$ cat src/rtl/ccsds123_sample_sequencer.sv
// Input sequencer for the CCSDS-123 pipeline: tags BIP-ordered samples with (x,y,z) and edge flags,
// forwards them through a one-stage register slice, then drains and flushes before pulsing done.
module ccsds123_sample_sequencer #(
    parameter int unsigned NX           = 4,
    parameter int unsigned NY           = 4,
    parameter int unsigned NZ           = 16,
    parameter int unsigned D            = 16,
    parameter int unsigned FLUSH_CYCLES = 32,
    localparam int unsigned XW = (NX > 1) ? $clog2(NX) : 1,
    localparam int unsigned YW = (NY > 1) ? $clog2(NY) : 1,
    localparam int unsigned ZW = (NZ > 1) ? $clog2(NZ) : 1,
    localparam int unsigned FW = (FLUSH_CYCLES > 1) ? $clog2(FLUSH_CYCLES) : 1
) (
    input  logic          clk,
    input  logic          areset,
    input  logic          start,
    input  logic [D-1:0]  s_axis_tdata,
    input  logic          s_axis_tvalid,
    output logic          s_axis_tready,
    output logic [D-1:0]  m_tdata,
    output logic          m_tvalid,
    input  logic          m_tready,
    output logic [XW-1:0] m_x,
    output logic [YW-1:0] m_y,
    output logic [ZW-1:0] m_z,
    output logic          m_first_line,
    output logic          m_first_in_line,
    output logic          m_last_in_line,
    output logic          m_last,
    output logic          busy,
    output logic          done
);

    typedef enum logic [1:0] {StIdle, StRun, StDrain, StFlush} state_e;

    state_e        state;
    logic [XW-1:0] x_cnt;
    logic [YW-1:0] y_cnt;
    logic [ZW-1:0] z_cnt;
    logic [FW-1:0] flush_cnt;
    logic          accept;
    logic          x_end;
    logic          y_end;
    logic          z_end;

    assign s_axis_tready = (state == StRun) && (!m_tvalid || m_tready);
    assign accept        = s_axis_tvalid && s_axis_tready;
    assign x_end         = (x_cnt == XW'(NX - 1));
    assign y_end         = (y_cnt == YW'(NY - 1));
    assign z_end         = (z_cnt == ZW'(NZ - 1));
    assign busy          = (state != StIdle);

    always_ff @(posedge clk or posedge areset) begin
        if (areset) begin
            state           <= StIdle;
            x_cnt           <= '0;
            y_cnt           <= '0;
            z_cnt           <= '0;
            flush_cnt       <= '0;
            m_tdata         <= '0;
            m_tvalid        <= 1'b0;
            m_x             <= '0;
            m_y             <= '0;
            m_z             <= '0;
            m_first_line    <= 1'b0;
            m_first_in_line <= 1'b0;
            m_last_in_line  <= 1'b0;
            m_last          <= 1'b0;
            done            <= 1'b0;
        end else begin
            done <= 1'b0;
            unique case (state)
                StIdle: begin
                    if (start) state <= StRun;
                end
                StRun: begin
                    if (accept) begin
                        // Tags describe the accepted sample, so they use the pre-increment counters.
                        m_tdata         <= s_axis_tdata;
                        m_tvalid        <= 1'b1;
                        m_x             <= x_cnt;
                        m_y             <= y_cnt;
                        m_z             <= z_cnt;
                        m_first_line    <= (y_cnt == '0);
                        m_first_in_line <= (x_cnt == '0);
                        m_last_in_line  <= x_end;
                        m_last          <= x_end && y_end && z_end;
                        if (z_end) begin
                            z_cnt <= '0;
                            if (x_end) begin
                                x_cnt <= '0;
                                y_cnt <= y_end ? '0 : y_cnt + YW'(1);
                            end else begin
                                x_cnt <= x_cnt + XW'(1);
                            end
                        end else begin
                            z_cnt <= z_cnt + ZW'(1);
                        end
                        if (x_end && y_end && z_end) state <= StDrain;
                    end else if (m_tready) begin
                        m_tvalid <= 1'b0;
                    end
                end
                StDrain: begin
                    if (m_tvalid && m_tready) begin
                        m_tvalid <= 1'b0;
                        state    <= StFlush;
                        done     <= (FLUSH_CYCLES == 1);
                    end
                end
                StFlush: begin
                    // done is registered so it is high during the final FLUSH cycle, where start is ignored.
                    if (flush_cnt == FW'(FLUSH_CYCLES - 1)) begin
                        flush_cnt <= '0;
                        state     <= StIdle;
                    end else begin
                        flush_cnt <= flush_cnt + FW'(1);
                        done      <= (flush_cnt == FW'(FLUSH_CYCLES - 2));
                    end
                end
                default: state <= StIdle;
            endcase
        end
    end

endmodule

$ cat config.mk
export PLATFORM = sky130hd
export DESIGN_NAME = ccsds123_sample_sequencer
export DESIGN_NICKNAME = d
export VERILOG_FILES = /design/src/rtl/ccsds123_sample_sequencer.sv
export SDC_FILE = /design/constraint.sdc
export NUM_CORES = 1
export LEC_CHECK = 0
export CORE_MARGIN = 8
export CORE_UTILIZATION = 28
export CTS_BUF_LIST = sky130_fd_sc_hd__clkbuf_16
export DETAILED_ROUTE_END_ITERATION = 8
export HOLD_SLACK_MARGIN = 0.08
export PLACE_DENSITY_LB_ADDON = 0.08
export SYNTH_ARGS = -nofsm -noshare
export SYNTH_HDL_FRONTEND = slang
export SYNTH_SLANG_ARGS = --single-unit
$ cat constraint.sdc
create_clock -name clk -period 2.5 [get_ports clk]
set_input_delay 0.75 -clock clk [delete_from_list [all_inputs] [get_ports clk]]
set_output_delay 0.75 -clock clk [all_outputs]
set_load 0.005 [all_outputs]
## Word-level counts from Yosys, hierarchy flattened

Index checks and enable logic that the tools add are counted.

- ROM bits: 0
- Memory bits (writable): 0
- Bits in registers: 45
- Input port bits: 21
- Bits in latches: 0
- Word-level logic and storage cells: 66
- Memories kept: 0

- Shifts and indexed selects: 0
- Mux-type cells: 16
- Equal/unequal tests: 14
- Bitwise logic cells: 0
- Div/mod/pow operators: 0
- Multiply operators: 0
- Reductions and logical operators: 17
- Magnitude comparators: 0
- $add $sub $neg: 4

Operator list:

| operator | number |
|---|---|
| $mux W2 | 7 |
| $eq A5 B5 Y1 const B | 2 |
| $eq A2 B2 Y1 const B | 4 |
| $ne A2 B2 Y1 const B | 4 |
| $pmux W2 S4 | 1 |
| $logic_not A2 Y1 | 3 |
| $reduce_and A3 Y1 | 2 |
| $add A5 B1 Y5 const B | 1 |
| $logic_and A1 B1 Y1 | 5 |
| $mux W1 | 5 |
| $mux W5 | 1 |
| $reduce_and A5 Y1 | 1 |
| $add A2 B1 Y2 const B | 2 |
| $add A4 B1 Y4 const B | 1 |
| $eq A4 B4 Y1 const B | 1 |
| $mux W4 | 1 |
| $reduce_and A4 Y1 | 1 |
| $reduce_bool A2 Y1 | 2 |
| $ne A3 B3 Y1 const B | 1 |
| $eq A2 B1 Y1 const B | 1 |
| $ne A2 B1 Y1 const B | 1 |
| $pmux W1 S2 | 1 |
| $reduce_and A2 Y1 | 1 |
| $logic_not A1 Y1 | 1 |
| $logic_or A1 B1 Y1 | 1 |

## Depth between registers and ports, before layout

- Depth after elaboration: 6
- Depth in mapped cells: 8
- Depth with buffers taken out: 7

## Worst setup path after synthesis

Ideal clock, no wire load.

- Kind: reg2reg
- Start point: reg flush_cnt[0]
- End point: reg state[1]
- Arrival: 1.736 ns
- Library setup time: 0.125 ns
- Setup slack: 0.639 ns
- Clock period less this slack: 1.861 ns
- Cell stages (with the launch flop): 8
- Path through: dfrtp_1 -> ha_1 -> and3_1 -> ha_1 -> nor2b_1 -> a221o_1 -> a211o_1 -> mux2_4

- Cells in the longest elaborated chain, start to end: 3

Ends and longest elaborated chain:

| what | RTL line | text |
|---|---|---|
| from (decl) | 40 | `logic [FW-1:0] flush_cnt;` |
| from (signal assigned) | 117 | `flush_cnt <= flush_cnt + FW'(1);` |
| $eq A5 B5 Y1 | 113 | `if (flush_cnt == FW'(FLUSH_CYCLES - 1)) begin` |
| $ne A2 B2 Y1 (no source line) | -- |  |
| $reduce_and A5 Y1 (no source line) | -- |  |
| to (signal assigned) | 107 | `state <= StFlush;` |
| to (signal assigned) | 115 | `state <= StIdle;` |
| to (signal assigned) | 121 | `default: state <= StIdle;` |
| to (decl) | 36 | `state_e state;` |

Every way passes these cells.
A chain may end at the register's enable or synchronous reset.

## Worst setup path in the final report

- Start point: reg state[1]
- End point: out busy

- Cells in the longest elaborated chain, start to end: 1

Ends and longest elaborated chain:

| what | RTL line | text |
|---|---|---|
| from (signal assigned) | 55 | `state <= StIdle;` |
| from (signal assigned) | 74 | `if (start) state <= StRun;` |
| from (signal assigned) | 99 | `if (x_end && y_end && z_end) state <= StDrain;` |
| $reduce_bool A2 Y1 | 51 | `assign busy = (state != StIdle);` |
| to (decl) | 30 | `output logic busy,` |

Every way passes these cells.

==> qor.yml <==
clock_tree:
  clk_path_buf_depth: 2
  cts_tree: "yes"
  postCtsSetupBuffers: 0
  clock_sinks: 45
  numCtsBuffers: 5
  root_buffer: "clkbuf_16"
  clock_latency_ps: 280
  clk_pin_slew_ps: 60
  h-tree-depth: 2
yosys:
  synth-warning-count: 0
  netlist_area_sq_um: 1980
  synth-compound-area-share_pct: 6.31
  synth_adder_area_share_pct: 7.57
  synth_simple_gate_area_share_pct: 22.5
  muxShareOfSynthArea_pct: 2.97
  avgSynthCellArea_sq_um: 9.40
  yosysUniqueCellTypes: 29
  synth-seq-cells: 45
  synth-seq-area-share_pct: 56.8
  synth_cells: 211
  synth_top_family_by_area: "simple AND/OR/NAND/NOR gates"
  synth_xor_area_share_pct: 0.442
  synth_nets: 244
layout:
  fin_nets: 304
  drive_gt1_share_pct: 8.09
  fin_util_pct: 41.4
  fin_area_sq_um: 2830
  multi_input_area_sq_um: 798
  register_area_sq_um: 1130
  final_common_cell: "nand2_1"
  fill_cells: 730
  syn2layout_area_growth_pct: 42.5
  layout_common_cells: "nand2_1 (87), clkdlybuf4s50_1 (50), dfrtp_1 (45), ha_1 (12)"
  diodes: 0
worst_setup_path:
  cp_top_family: "buffers and inverters"
  crit_type: "reg2out"
  crit_chain: "inv_1 -> ha_1 -> inv_1 -> clkdlybuf4s50_1"
  crit_buf_inv: 3
  cp_slowest_cell: "clkdlybuf4s50_1"
  crit_top_cell: "inv_1"
  timing.rr.end: "state[1]"
  critPathLaunchType: "flip-flop"
  r2r_setup_slack_ps: 460
  end_kind: "output pin"
  worstReg2RegStart: "flush_cnt[0]"
  worstPathRequired_ps: 1750
  reg2reg_depth: 7
  crit_arrival_ps: 1530
  cp_max_fo: 4
  slowest_delay_ps: 490
floorplanning:
  die_area_sq_um: 10000
  rows: 30
  dieHeight_microns: 100
  core_area_sq_um: 6830
  initial_core_util_pct: 29.0
  die_w_microns: 100
  ioPinCount: 53
power_and_ir_drop:
  p_leak_nw: 1.38
  internal_power_mw: 1.95
  netSwitchingFraction_pct: 32.1
  power_density_nw_per_um2: 1010
  p_seq_share_pct: 39.8
  comb_power_share_pct: 38.4
  power_mw: 2.87
  p_clk_share_pct: 21.8
  irDropWorstVdd_v: 0.000336
  p_switching_uw: 921
outcome:
  status: "complete, no violations"
timing:
  setup_viol: 0
  slew_viol_final: 0
  final_hold_viol_count: 0
  min_period_over_period_pct: 91.0
  worst_pin_slew_ps: 316
  skew_ps: 2.85
  rsz0062_at_grt: "no"
  fin_crit_ps: 2280
  max_freq_mhz: 439
  maxSlewHeadroom_pct: 78.8
run:
  maxCapViolCount: 0
grt:
  track_usage_pct: 10.0
  grt-ovfl-total: 0
  antenna_found_initial: 0
  grt_first_pass_wirelength_mm: 8.00
  grt_max_degree: 34
  grt_pass1_vias: 1652
detailed_routing:
  drtAntennaViolNets: 0
  dr_total_vias: 1556
  wl_mm: 4.55
  drc: 0
  drt_iter0_markers: 21
  drtPass1Iterations: 3
  avgRoutedWirePerCell_microns: 12.4
  vias_per_cell: 4.23
place:
  io_buffers: 52
  dpl.hpwl_mm: 3.42
  placedInstanceArea_sq_um: 2680
  place_congestion: 0.685
worst_hold_path:
  hold_class: "reg2reg"
  min_from: "m_tdata[10]"
  hold_end: "m_tdata[10]"
  hold_depth: 2
synth_stat cells:
| library cell | count | share of area, % |
|---|---|---|
| clkbuf_1 | 3 | 0.57 |
| nor3_1 | 1 | 0.25 |
| and3_1 | 3 | 0.95 |
| buf_2 | 1 | 0.25 |
| and2_1 | 2 | 0.63 |
| nand3_2 | 1 | 0.50 |
| mux2i_1 | 1 | 0.50 |
| nand2_1 | 87 | 16 |
| a31oi_1 | 1 | 0.32 |
| a21oi_1 | 1 | 0.25 |
| o21ai_0 | 9 | 2.3 |
| buf_4 | 1 | 0.38 |
| inv_1 | 10 | 1.9 |
| a21boi_0 | 1 | 0.38 |
| a211o_1 | 1 | 0.44 |
| nor2_1 | 6 | 1.1 |
| nor2b_1 | 2 | 0.63 |
| mux2_2 | 3 | 1.7 |
| o21ai_1 | 7 | 1.8 |
| buf_1 | 2 | 0.38 |
| a221o_1 | 1 | 0.50 |
| dfrtp_1 | 45 | 57 |
| xnor2_1 | 1 | 0.44 |
| nand4_1 | 1 | 0.32 |
| nand3_1 | 5 | 1.3 |
| ha_1 | 12 | 7.6 |
| a21o_1 | 1 | 0.38 |
| mux2_4 | 1 | 0.76 |
| nand2b_1 | 1 | 0.32 |
state kept, by name, summed over array words and instances, names as in the netlist:
signal           flops
m_last_in_line       1
m_tdata             16
m_z                  4
state                2
m_y                  2
z_cnt                4
flush_cnt            5
m_last               1
y_cnt                2
m_x                  2
m_first_line         1
done                 1
x_cnt                2
m_first_in_line      1
m_tvalid             1
routing by layer:
metal	GRT usage (%)	share of wire (%)	up-vias
met4	3.84	0.97	0
li1	-	-	797
met1	11.7	46	723
met5	0	0	-
met3	3.60	6.1	4
met2	16.4	47	32
worst max-delay path by stage:
stage                 startpoint             to  cells past startpoint
global route            state[1]           busy                      4
CTS                     m_tready  s_axis_tready                      4
global placement        m_tready  s_axis_tready                      4
finish                  state[1]           busy                      4
floorplan           flush_cnt[0]       state[1]                      7
detailed placement      m_tready  s_axis_tready                      4
cell type report:
cell class | count | area share, %
flip-flops and latches | 45 | 39.8
multi-input cells | 149 | 28.2
repair buffers | 60 | 21.5
clock buffers | 5 | 4.43
well taps | 96 | 4.25
inverters | 10 | 1.33
clock inverters | 3 | 0.443
worst register-to-register path, cell delays in order (launching register included):
cell and delay [ps]:
dfrtp_1 410, ha_1 230, and3_1 180, ha_1 210, nor2b_1 290, a221o_1 160, a211o_1 140, mux2_4 300
power groups by stage:
stage | sequential (mW) | clock (mW) | combinational (mW)
after floorplan | 1.15 | 0 | 0.528
after global placement | 1.15 | 0 | 1.13
after detailed placement | 1.15 | 0 | 1.14
after CTS | 1.14 | 0.654 | 1.14
after global routing | 1.18 | 0.685 | 1.27
final | 1.14 | 0.626 | 1.10
cells by family (layout without fill, tap and decap cells):
| family | after synthesis | count (layout) |
|---|---|---|
| XOR/XNOR | 1 | 1 |
| AND/OR/NAND/NOR | 109 | 109 |
| flip-flops | 45 | 45 |
| adder cells (fa/ha/maj) | 12 | 12 |
| buffers and inverters | 17 | 78 |
| AO/OA/AOI/OAI | 22 | 22 |
| multiplexers | 5 | 5 |
per-stage QoR:
stage	cells	TNS, ps	setup slack [ps]	hold slack [ps]
2_1_floorplan	211	0	639	451
3_3_place_gp	360	-202	-202	458
3_5_place_dp	360	-198	-198	462
4_1_cts	368	0	23.5	479
5_1_grt	368	0	111	493
6_report	368	0	224	474
repair_timing:
item | in CTS | in global routing
resized for setup | 1 | 2
hold buffers | 0 | 0
setup endpoints to repair | 1 | 1
(Power assumes the default switching activity.)
